==> src/rtl/decoder3x8_if.sv <==
// ============================================================================
// Module : decoder3x8_if
// Desc   : Select/decode bus between index producer and the registered decoder.
// Rev    : 1.0  initial release
// ============================================================================
`default_nettype none

interface decoder3x8_if;
    logic       en;
    logic [2:0] sel;
    logic [7:0] y;
    logic       valid;

    // master produces the index and consumes the one-hot strobe
    modport master (output en, output sel, input y, input valid);
    modport slave  (input en, input sel, output y, output valid);
endinterface

`default_nettype wire

==> src/rtl/decoder3x8.sv <==
// ============================================================================
// Module : decoder3x8
// Desc   : Registered 3-to-8 one-hot decoder with valid flag.
//          Define DECODER3X8_HOLD_EN to hold the last decode while en=0;
//          otherwise outputs clear to a single-cycle strobe.
// Rev    : 1.0  initial release
// ============================================================================
`default_nettype none

module decoder3x8 (
    input  wire          clk,
    input  wire          rst,
    decoder3x8_if.slave  bus
);

    localparam logic [7:0] c_ONE_HOT_BASE = 8'b0000_0001;

    logic [7:0] r_y;
    logic       r_valid;
    logic [7:0] w_y_next;

    assign w_y_next = c_ONE_HOT_BASE << bus.sel;

    always_ff @(posedge clk) begin
        if (rst) begin
            r_y     <= 8'h00;
            r_valid <= 1'b0;
        end else if (bus.en) begin
            r_y     <= w_y_next;
            r_valid <= 1'b1;
        end else begin
`ifdef DECODER3X8_HOLD_EN
            r_y     <= r_y;
            r_valid <= r_valid;
`else
            r_y     <= 8'h00;
            r_valid <= 1'b0;
`endif
        end
    end

    assign bus.y     = r_y;
    assign bus.valid = r_valid;

endmodule

`default_nettype wire

==> src/flat_wrapper.sv <==
// flat-port wrapper written by rule: the top's interface ports become plain ports
module decoder3x8_flat 
  (clk, rst, bus_en, bus_sel, bus_y, bus_valid);
  decoder3x8_if bus_i ();
  input  wire clk;
  input  wire rst;
  input wire logic [$bits(bus_i.en)-1:0] bus_en;
  input wire logic [$bits(bus_i.sel)-1:0] bus_sel;
  output wire logic [$bits(bus_i.y)-1:0] bus_y;
  output wire logic [$bits(bus_i.valid)-1:0] bus_valid;
  assign bus_i.en = bus_en;
  assign bus_i.sel = bus_sel;
  assign bus_y = bus_i.y;
  assign bus_valid = bus_i.valid;
  decoder3x8 u_core (.clk(clk), .rst(rst), .bus(bus_i));
endmodule
==> config.mk <==
export PLATFORM = sky130hd
export DESIGN_NAME = decoder3x8_flat
export DESIGN_NICKNAME = d
export VERILOG_FILES = /design/src/rtl/decoder3x8_if.sv /design/src/rtl/decoder3x8.sv /design/src/flat_wrapper.sv
export SDC_FILE = /design/constraint.sdc
export NUM_CORES = 1
export LEC_CHECK = 0
export ABC_AREA = 1
export BUFFER_PORTS_ARGS = -buffer_cell sky130_fd_sc_hd__buf_2
export CORE_AREA = 2 2 39 41
export DETAILED_ROUTE_END_ITERATION = 10
export DIE_AREA = 0 0 41 43
export GPL_ROUTABILITY_DRIVEN = 0
export HOLD_SLACK_MARGIN = 0.12
export SETUP_SLACK_MARGIN = 0.3
export SYNTH_ARGS = -nofsm -noshare
export SYNTH_HDL_FRONTEND = slang
export SYNTH_SLANG_ARGS = --single-unit
==> constraint.sdc <==
create_clock -name clk -period 1 [get_ports clk]
set_input_delay 0.2 -clock clk [delete_from_list [all_inputs] [get_ports clk]]
set_output_delay 0.2 -clock clk [all_outputs]
set_load 0.01 [all_outputs]
==> Word level (Yosys, flattened, before mapping) <==
Index checks and enable logic that the tools add are counted.
{ "totals": {"reg_bits": 9, "input_bits": 6, "output_inout_bits": 9, "word_cells": 6} }
{ "op_classes": {"n_shift": 1, "n_mux": 1, "bitwise_logic": 1, "reduce_logical": 1} }
{ "op_table": {"columns": ["op", "count"], "rows": [
  ["1-bit by 3-bit left shift with 8-bit output (first input constant)", 1],
  ["2-bit OR reduction", 1],
  ["1-bit 2-to-1 mux", 1],
  ["1-bit inverter", 1]
]} }

==> Depth between registers and ports, before layout <==
Gate-level depths: netlist of run 1.
{ "depth": {"depth_word": 2, "ltp_mapped": 3, "mapped_depth_nobuf": 3} }

==> Worst setup path after synthesis of run 1 <==
OpenSTA, ideal clock, no wires.
{ "synth_timing": {"path_kind": "reg2out", "startpoint": "reg u_core.r_valid, in the netlist u_core.bus.valid", "endpoint": "out bus_valid", "arrival_time_ps": 331, "required_ps": 800, "path_slack_ps": 469, "stages_incl_launch_ff": 1, "n_path_buf": 0, "path_cell_list": "dfxtp_1"} }
{ "synth_rtl": {"columns": ["element", "line", "rtl"], "rows": [
  ["start: declaration", "decoder3x8.sv:19", "logic r_valid;"],
  ["start signal: assignment", "decoder3x8.sv:27", "r_valid <= 1'b0;"],
  ["start signal: assignment", "decoder3x8.sv:30", "r_valid <= 1'b1;"],
  ["start signal: assignment", "decoder3x8.sv:37", "r_valid <= 1'b0;"],
  ["end: declaration", "flat_wrapper.sv:10", "output wire logic [$bits(bus_i.valid)-1:0] bus_valid;"]
]} }
No word-level cell between the ends.

==> Final worst setup path of run 1 <==
{ "layout_timing": {"startpoint": "reg u_core.r_y[6], in the netlist u_core.bus.y[6]", "endpoint": "out bus_y[6]"} }
{ "layout_rtl": {"columns": ["element", "line", "rtl"], "rows": [
  ["start: declaration", "decoder3x8.sv:18", "logic [7:0] r_y;"],
  ["start signal: assignment", "decoder3x8.sv:29", "r_y <= w_y_next;"],
  ["end: declaration", "flat_wrapper.sv:9", "output wire logic [$bits(bus_i.y)-1:0] bus_y;"]
]} }
No word-level cell between the ends.

==> results of run 1 <==
==> placed cells by master, fill, tap and decap left out <==
master    synthesis  final
nand2_1           4      4
dfxtp_1           9      8
buf_2             0     14
nor2_1            9      9
dfxtp_2           0      1
nand3_2           2      2
inv_1             5      5
clkbuf_1          0      1
clkbuf_4          0      3
==> what timing repair did <==
action,in CTS,in global routing
endpoints found under the setup margin,9,9
resized for setup,0,1
pin swaps,0,0
endpoints found under the hold margin,1,1
==> power by group through the flow <==
stage	sequential (mW)	combinational (mW)	clock [mW]
after floorplan	0.380	0.0178	0
after global placement	0.375	0.0456	0
after detailed placement	0.376	0.0462	0
after CTS	0.368	0.0465	0.282
after global routing	0.368	0.0536	0.309
final	0.368	0.0456	0.271
==> stage by stage <==
stage / worst slack [ns] / total power [mW]
2_1_floorplan: 0.469 / 0.398
3_3_place_gp: 0.330 / 0.421
3_5_place_dp: 0.315 / 0.422
4_1_cts: 0.0995 / 0.696
5_1_grt: 0.0761 / 0.731
6_report: 0.116 / 0.685
==> synth_stat cells <==
master,n,area [µm²]
dfxtp_1,9,180
nor2_1,9,33.8
inv_1,5,18.8
nand2_1,4,15.0
nand3_2,2,20.0
==> final cells by class <==
class                      instances  area, µm²
clock buffer                       4       26.3
inverter                           5       18.8
tap                               16       20.0
multi-input combinational         15       68.8
timing repair buffer              14       70.1
sequential                         9        181
fill                             156        998
==> state kept, by name, summed over array words and instances (netlist names) <==
register,flops
u_core.bus.y,8
u_core.bus.valid,1
==> worst paths after layout <==
path,startpoint,end,slack (ns)
max,u_core.bus.y[6]$_SDFF_PP0_,bus_y[6],0.12
min,rst,u_core.bus.valid$_SDFF_PP0_,0.11
==> kinds of logic after synthesis <==
| family | share of synthesized area |
|---|---|
| buf+inv | 0.0701 |
| simple gates | 0.257 |
| flops | 0.673 |
==> layer usage <==
layer | part of all wire | GRT usage
met5 | 0 | 0
met2 | 0.39 | 0.0844
met3 | 0.17 | 0.0628
met4 | 0.030 | 0.100
met1 | 0.41 | 0.0779
==> impl_metrics.json, run 1 <==
{
  "cp-start-kind": "flop",
  "crit_chain": "buf_2",
  "final_nets": 54,
  "firstDrtPassIters": 4,
  "p_int_uw": 538,
  "grt_max_degree": 6,
  "cp_slowest_stage_delay_ns": 0.31,
  "route.final.wire_length_um": 468,
  "std_cell_rows": 14,
  "final_util": 0.278,
  "netlist_area_um2": 268,
  "power.density_nw_per_um2": 1780,
  "final_cells": 63,
  "min_period_ns": 0.884,
  "cp_top_family": "flip-flops",
  "viasPerCell": 3.57,
  "antenna_found_initial": 0,
  "seq_power_share": 0.537,
  "place_inst": 59,
  "cp_max_fo": 1,
  "p_sw_frac": 0.214,
  "syn_nets": 35,
  "hold_violations": 0,
  "clk_pin_slew_ns": 0.06,
  "grtUsageTotal": 0.0785,
  "clkPwrFrac": 0.397,
  "place_area_um2": 358,
  "ys_types": 5,
  "cts_root_buffer": "clkbuf_4",
  "drv_cap": 0,
  "worstSetupEndpointType": "primary output",
  "vdd_drop_max_mv": 0.477,
  "finalSetupViolCount": 0,
  "crit_required_ns": 0.80,
  "antenna_cells": 0,
  "status": "finished clean",
  "synth_area_per_cell_um2": 9.23,
  "slew-limit-headroom": 0.936,
  "fin_tns_setup_ns": 0,
  "postLayoutCellArea_um2": 385,
  "start_util": 0.193,
  "grt_overflow": 0,
  "hold_path_class": "input pin to flop",
  "grt_pass1_vias": 208,
  "dieHeight_um": 43,
  "grt_pass1_wl_um": 786,
  "leakagePower_nw": 0.209,
  "comb_power_share": 0.067,
  "die_w_um": 41,
  "crit_buf_inv": 1,
  "holdWs_ns": 0.110,
  "drc_errors": 0,
  "cp_slowest_cell": "dfxtp_1",
  "cts_sinks": 9,
  "cts_htree_levels": 1,
  "port_buffers": 14,
  "worst_slew_pin_slew_ns": 0.0952,
  "synthCells": 29,
  "yosys_warnings": 0,
  "rsz0062_at_grt": "true",
  "drtIter0Drc": 3,
  "coreArea_um2": 1380,
  "min_path_cells": 2,
  "min_period_over_period": 0.884,
  "numCtsBuffers": 3,
  "vias": 225,
  "antenna_left": 0,
  "p_sw_uw": 147,
  "wl_per_cell_um": 7.43,
  "ioPinCount": 15,
  "slew_violations": 0,
  "drive_gt1_frac": 0.426,
  "die_area_um2": 1760,
  "synth_seq_cells": 9,
  "cp_num_cells": 1,
  "cts_setup_buffers": 0,
  "ys_seq_area_frac": 0.673,
  "crit_type": "flop to primary output",
  "cts_tree": "done",
  "clockBufferDepth": 2,
  "arrival_ns": 0.68,
  "max_freq_mhz": 1130,
  "area_growth_pct": 43.9
}
(Power assumes the default switching activity.)
==> run 2: changes to the inputs <==
SETUP_SLACK_MARGIN = default   (was 0.3)
==> run 2 against run 1 <==
- via count grew 3.6%
- cell area grew 4.9%
- first-iteration DRC count shrank 67%
- clock power is essentially flat
- combinational power grew 16%
- utilization grew 1.4 points
- clock-buffer cell count is the same
- setup slack lost 0.066 ns
- final cell count grew 1.6%
- critical path type is now input pin to flop
- highest routed layer unchanged
==> impl_metrics.json, run 2 (same netlist as run 1, synthesis figures left out) <==
{
  "slew_violations": 0,
  "holdWs_ns": 0.198,
  "crit_buf_inv": 3,
  "fin_tns_setup_ns": 0,
  "drv_cap": 0,
  "min_path_cells": 3,
  "vdd_drop_max_mv": 0.492,
  "seq_power_share": 0.532,
  "viasPerCell": 3.64,
  "crit_chain": "dlygate4sd3_1 > buf_2 > inv_2 > nand3_2 > nor2_1",
  "final_common_cell": "buf_2",
  "min_period_over_period": 0.951,
  "hp-start": "bus_en",
  "hold_path_class": "input pin to flop",
  "cts_setup_buffers": 0,
  "arrival_ns": 1.14,
  "clockBufferDepth": 2,
  "wl_met3_um": 76,
  "place_inst": 59,
  "crit_required_ns": 1.19,
  "cp_slowest_cell": "dlygate4sd3_1",
  "top_layer_used": "met4",
  "area_growth_pct": 50.9,
  "cts_root_buffer": "clkbuf_4",
  "largest_register_ffs": 8,
  "drt-met1-wl_um": 181,
  "grtUsageTotal": 0.0806,
  "worst_slack_ns": 0.0491,
  "ioPinCount": 15,
  "rsz0062_at_grt": "false",
  "wl_met2_um": 196,
  "clkPwrFrac": 0.391,
  "final_cells": 64,
  "cp_slowest_stage_delay_ns": 0.53,
  "drc_errors": 0,
  "cp_top_family": "buffers and inverters",
  "antenna_left": 0,
  "multi_input_area_um2": 78.8,
  "firstDrtPassIters": 2,
  "cp_num_cells": 5,
  "regArea_um2": 180,
  "route.final.wire_length_um": 469,
  "std_cell_rows": 14,
  "cp_max_fo": 4,
  "p_int_uw": 541,
  "grt_pass1_wl_um": 814,
  "nFillCells": 156,
  "max_freq_mhz": 1050,
  "drive_gt1_frac": 0.438,
  "cts_htree_levels": 1,
  "vias": 233,
  "dieHeight_um": 43,
  "hold_violations": 0,
  "antenna_cells": 0,
  "antenna_found_initial": 0,
  "slew-limit-headroom": 0.938,
  "final_util": 0.292,
  "grt_overflow": 0,
  "min_period_ns": 0.951,
  "layout_common_cells": "buf_2, dfxtp_1, nor2_1",
  "numCtsBuffers": 3,
  "power.density_nw_per_um2": 1710,
  "crit_type": "input pin to flop",
  "cts_sinks": 9,
  "port_buffers": 14,
  "worst_slew_pin_slew_ns": 0.0932,
  "coreArea_um2": 1380,
  "cp-start-kind": "input pin",
  "comb_power_share": 0.077,
  "die_w_um": 41,
  "p_sw_frac": 0.215,
  "drtIter0Drc": 1,
  "post-place-ws_ns": 0.315,
  "wl_per_cell_um": 7.33,
  "clk_pin_slew_ns": 0.06,
  "finalSetupViolCount": 0,
  "die_area_um2": 1760,
  "cts_tree": "done",
  "leakagePower_nw": 0.212,
  "final_nets": 55,
  "worstSetupEndpointType": "flop",
  "hold-path-endpoint": "u_core.bus.valid$_SDFF_PP0_",
  "grt_pass1_vias": 220,
  "start_util": 0.193,
  "status": "finished clean",
  "grt_max_degree": 6,
  "p_sw_uw": 149
}
-- run 2: cell count changes in the layout (fill, tap and decap cells not counted) --
cell,delta
dfxtp_1,+1
dfxtp_2,-1
dlygate4sd3_1,+1
inv_1,-1
inv_2,+1
nand3_2,-1
nand3_4,+1
nor2_1,-1
nor2_2,+1
-- run 2: final cells by class --
| type | instances | area share |
|---|---|---|
| timing repair buffer | 15 | 0.198 |
| sequential | 9 | 0.446 |
| clock buffer | 4 | 0.0650 |
| multi-input combinational | 15 | 0.195 |
| inverter | 5 | 0.0464 |
| tap | 16 | 0.0495 |
-- run 2: worst max path at each step --
| stage | startpoint | endpoint | slack [ns] |
|---|---|---|---|
| 2_1_floorplan | u_core.bus.valid$_SDFF_PP0_ | bus_valid | 0.47 |
| 3_3_place_gp | rst | u_core.bus.y[1]$_SDFF_PP0_ | 0.33 |
| 3_5_place_dp | rst | u_core.bus.y[6]$_SDFF_PP0_ | 0.32 |
| 4_1_cts | rst | u_core.bus.y[0]$_SDFF_PP0_ | 0.04 |
| 5_1_grt | rst | u_core.bus.y[7]$_SDFF_PP0_ | 0.02 |
| 6_report | rst | u_core.bus.y[6]$_SDFF_PP0_ | 0.05 |
-- run 2: what timing repair did --
item	4_1_cts	5_1_grt
endpoints found under the setup margin	0	4
hold buffers	1	0
gates resized for setup	0	3
endpoints found under the hold margin	1	0
-- run 2: layer usage --
layer,global-route usage,up-vias
li1,-,121
met1,0.0779,96
met2,0.0906,14
met3,0.0628,2
met4,0.100,0
met5,0,-
-- run 2: metrics by stage --
| stage | area, µm² | power, mW |
|---|---|---|
| finish | 404 | 0.690 |
| global route | 404 | 0.738 |
| CTS | 394 | 0.699 |
| detailed placement | 358 | 0.422 |
| global placement | 358 | 0.421 |
| floorplan | 268 | 0.398 |
-- run 2: power groups by stage --
stage	logic, mW	clock network (mW)	registers [mW]
2_1_floorplan	0.0178	0	0.380
3_3_place_gp	0.0456	0	0.375
3_5_place_dp	0.0462	0	0.376
4_1_cts	0.0494	0.282	0.368
5_1_grt	0.0613	0.309	0.368
6_report	0.0530	0.270	0.367
==> run 3: changes to the inputs <==
ABC_AREA = default   (was 1)
HOLD_SLACK_MARGIN = default   (was 0.12)
==> run 3 against run 2 <==
- wire length is 6.6% lower
- clock power down 2%
- sequential share of layout area rose by 3.4 points
- power decreased by 2.2%
- utilization is 2.1 points lower
- global-route usage fell by 2.2 points
- first-iteration DRC count is the same
- maximum frequency increased by 7.2%
- synthesized cell count down 21%
==> impl_metrics.json, run 3 <==
{
  "max_freq_mhz": 1130,
  "regArea_um2": 180,
  "min_period_over_period": 0.887,
  "synthAdderAreaFrac": 0,
  "cp_num_cells": 1,
  "grt_pass1_vias": 184,
  "grtUsageTotal": 0.0586,
  "fin_tns_setup_ns": 0,
  "synth_seq_cells": 9,
  "area_growth_pct": 44.9,
  "synth_enable_flop_cells": 0,
  "status": "finished clean",
  "final_cells": 57,
  "clockBufferDepth": 2,
  "arrival_ns": 0.69,
  "crit_chain": "buf_2",
  "drive_gt1_frac": 0.463,
  "post_cts_resized": 0,
  "coreArea_um2": 1380,
  "leakagePower_nw": 0.181,
  "multi_input_area_um2": 78.8,
  "clk_pin_slew_ns": 0.05,
  "yosysTopAreaCell": "dfxtp_1",
  "cts_root_buffer": "clkbuf_4",
  "muxShareOfSynthArea": 0,
  "synth-compound-area-share": 0,
  "synth_top_area_share": 0.696,
  "die_w_um": 41,
  "synthFlopType": "dfxtp_1",
  "cts_tree": "done",
  "cts_sinks": 9,
  "cts_hold_buf": 0,
  "vdd_drop_max_mv": 0.573,
  "die_area_um2": 1760,
  "cp_top_family": "flip-flops",
  "crit_buf_inv": 1,
  "route.final.wire_length_um": 438,
  "synth_area_leaders": "dfxtp_1, nor2_1, nand2b_1",
  "hp-start": "rst",
  "antenna_left": 0,
  "start_util": 0.187,
  "holdWs_ns": 0.127,
  "hpwlAfterDp_um": 360,
  "cts_setup_buffers": 0,
  "worst_slew_pin_slew_ns": 0.166,
  "std_cell_rows": 14,
  "largest_register_ffs": 8,
  "cp-start-kind": "flop",
  "slew-limit-headroom": 0.889,
  "final_nets": 48,
  "port_buffers": 14,
  "finalSetupViolCount": 0,
  "layout_common_cells": "buf_2, dfxtp_1, nor2_1",
  "grt_overflow": 0,
  "ys_async_sr_fraction": 0,
  "ys_types": 9,
  "power.density_nw_per_um2": 1800,
  "power_uw": 675,
  "cts_htree_levels": 1,
  "syn_nets": 29,
  "post-place-ws_ns": 0.101,
  "min_path_cells": 2,
  "synth-simple-area-share": 0.304,
  "cp_slowest_stage_delay_ns": 0.31,
  "wl_per_cell_um": 7.68,
  "final_common_cell": "buf_2",
  "yosys-top-cells-count": "dfxtp_1, nor2_1, nand2b_1",
  "synth_top_family_by_area": "simple AND/OR/NAND/NOR gates",
  "synth_area_per_cell_um2": 11.3,
  "grt_pass1_wl_um": 662,
  "yosys_warnings": 0,
  "drtIter0Drc": 1,
  "hold_path_class": "input pin to flop",
  "synth_most_common_cell": "dfxtp_1",
  "nFillCells": 154,
  "ys_seq_area_frac": 0.696,
  "antenna_found_initial": 0,
  "netlist_area_um2": 259,
  "numCtsBuffers": 3,
  "vias": 211,
  "cp_slowest_cell": "dfxtp_1",
  "hold_violations": 0,
  "rsz0062_at_grt": "false",
  "slew_violations": 0,
  "min_period_ns": 0.887,
  "ioPinCount": 15,
  "dieHeight_um": 43,
  "cp_max_fo": 1,
  "crit_type": "flop to primary output",
  "grt_max_degree": 6,
  "place_inst": 53,
  "synthCells": 23,
  "drv_cap": 0,
  "worstSetupEndpointType": "primary output",
  "crit_required_ns": 0.80,
  "firstDrtPassIters": 2,
  "synth-xor-area-share": 0,
  "drc_errors": 0,
  "viasPerCell": 3.70,
  "hold-path-endpoint": "u_core.bus.valid$_SDFF_PP0_",
  "antenna_cells": 0,
  "worst_slack_ns": 0.113
}
==> run 3: cells by family after synthesis <==
kind of cell	Yosys count
flops	9
simple gates	14
==> run 3: layout make-up <==
cell class                      count  share of cell area
Sequential cell                     9               0.480
Multi-Input combinational cell     14               0.210
Tap cell                           16              0.0533
Clock buffer                        4              0.0700
Timing Repair Buffer               14               0.187
==> run 3: how the worst max path moves through the flow <==
| stage | start | endpoint | slack [ns] |
|---|---|---|---|
| 2_1_floorplan | bus_sel[2] | u_core.bus.y[0]$_SDFF_PP0_ | 0.24 |
| 3_3_place_gp | bus_sel[2] | u_core.bus.y[0]$_SDFF_PP0_ | 0.09 |
| 3_5_place_dp | bus_sel[2] | u_core.bus.y[3]$_SDFF_PP0_ | 0.10 |
| 4_1_cts | u_core.bus.y[0]$_SDFF_PP0_ | bus_y[0] | 0.10 |
| 5_1_grt | u_core.bus.y[0]$_SDFF_PP0_ | bus_y[0] | 0.09 |
| 6_report | u_core.bus.y[0]$_SDFF_PP0_ | bus_y[0] | 0.11 |
==> run 3: power by group <==
part           internal [mW]  switching (mW)
logic                 0.0206          0.0226
clock network          0.153           0.112
registers              0.366         0.00156
total                  0.540           0.136
==> run 3: routing by layer <==
metal | part of all wire | up-vias | track usage
met1 | 0.42 | 86 | 0.0787
met4 | 0.018 | 0 | 0.0400
li1 | - | 110 | -
met5 | 0 | - | 0
met2 | 0.38 | 13 | 0.0688
met3 | 0.18 | 2 | 0.0314
==> run 3: through the flow <==
step                       util  area (µm²)
after detailed placement  0.252         349
after global routing      0.271         375
after global placement    0.252         349
final                     0.271         375
after CTS                 0.271         375
after floorplan               -         259
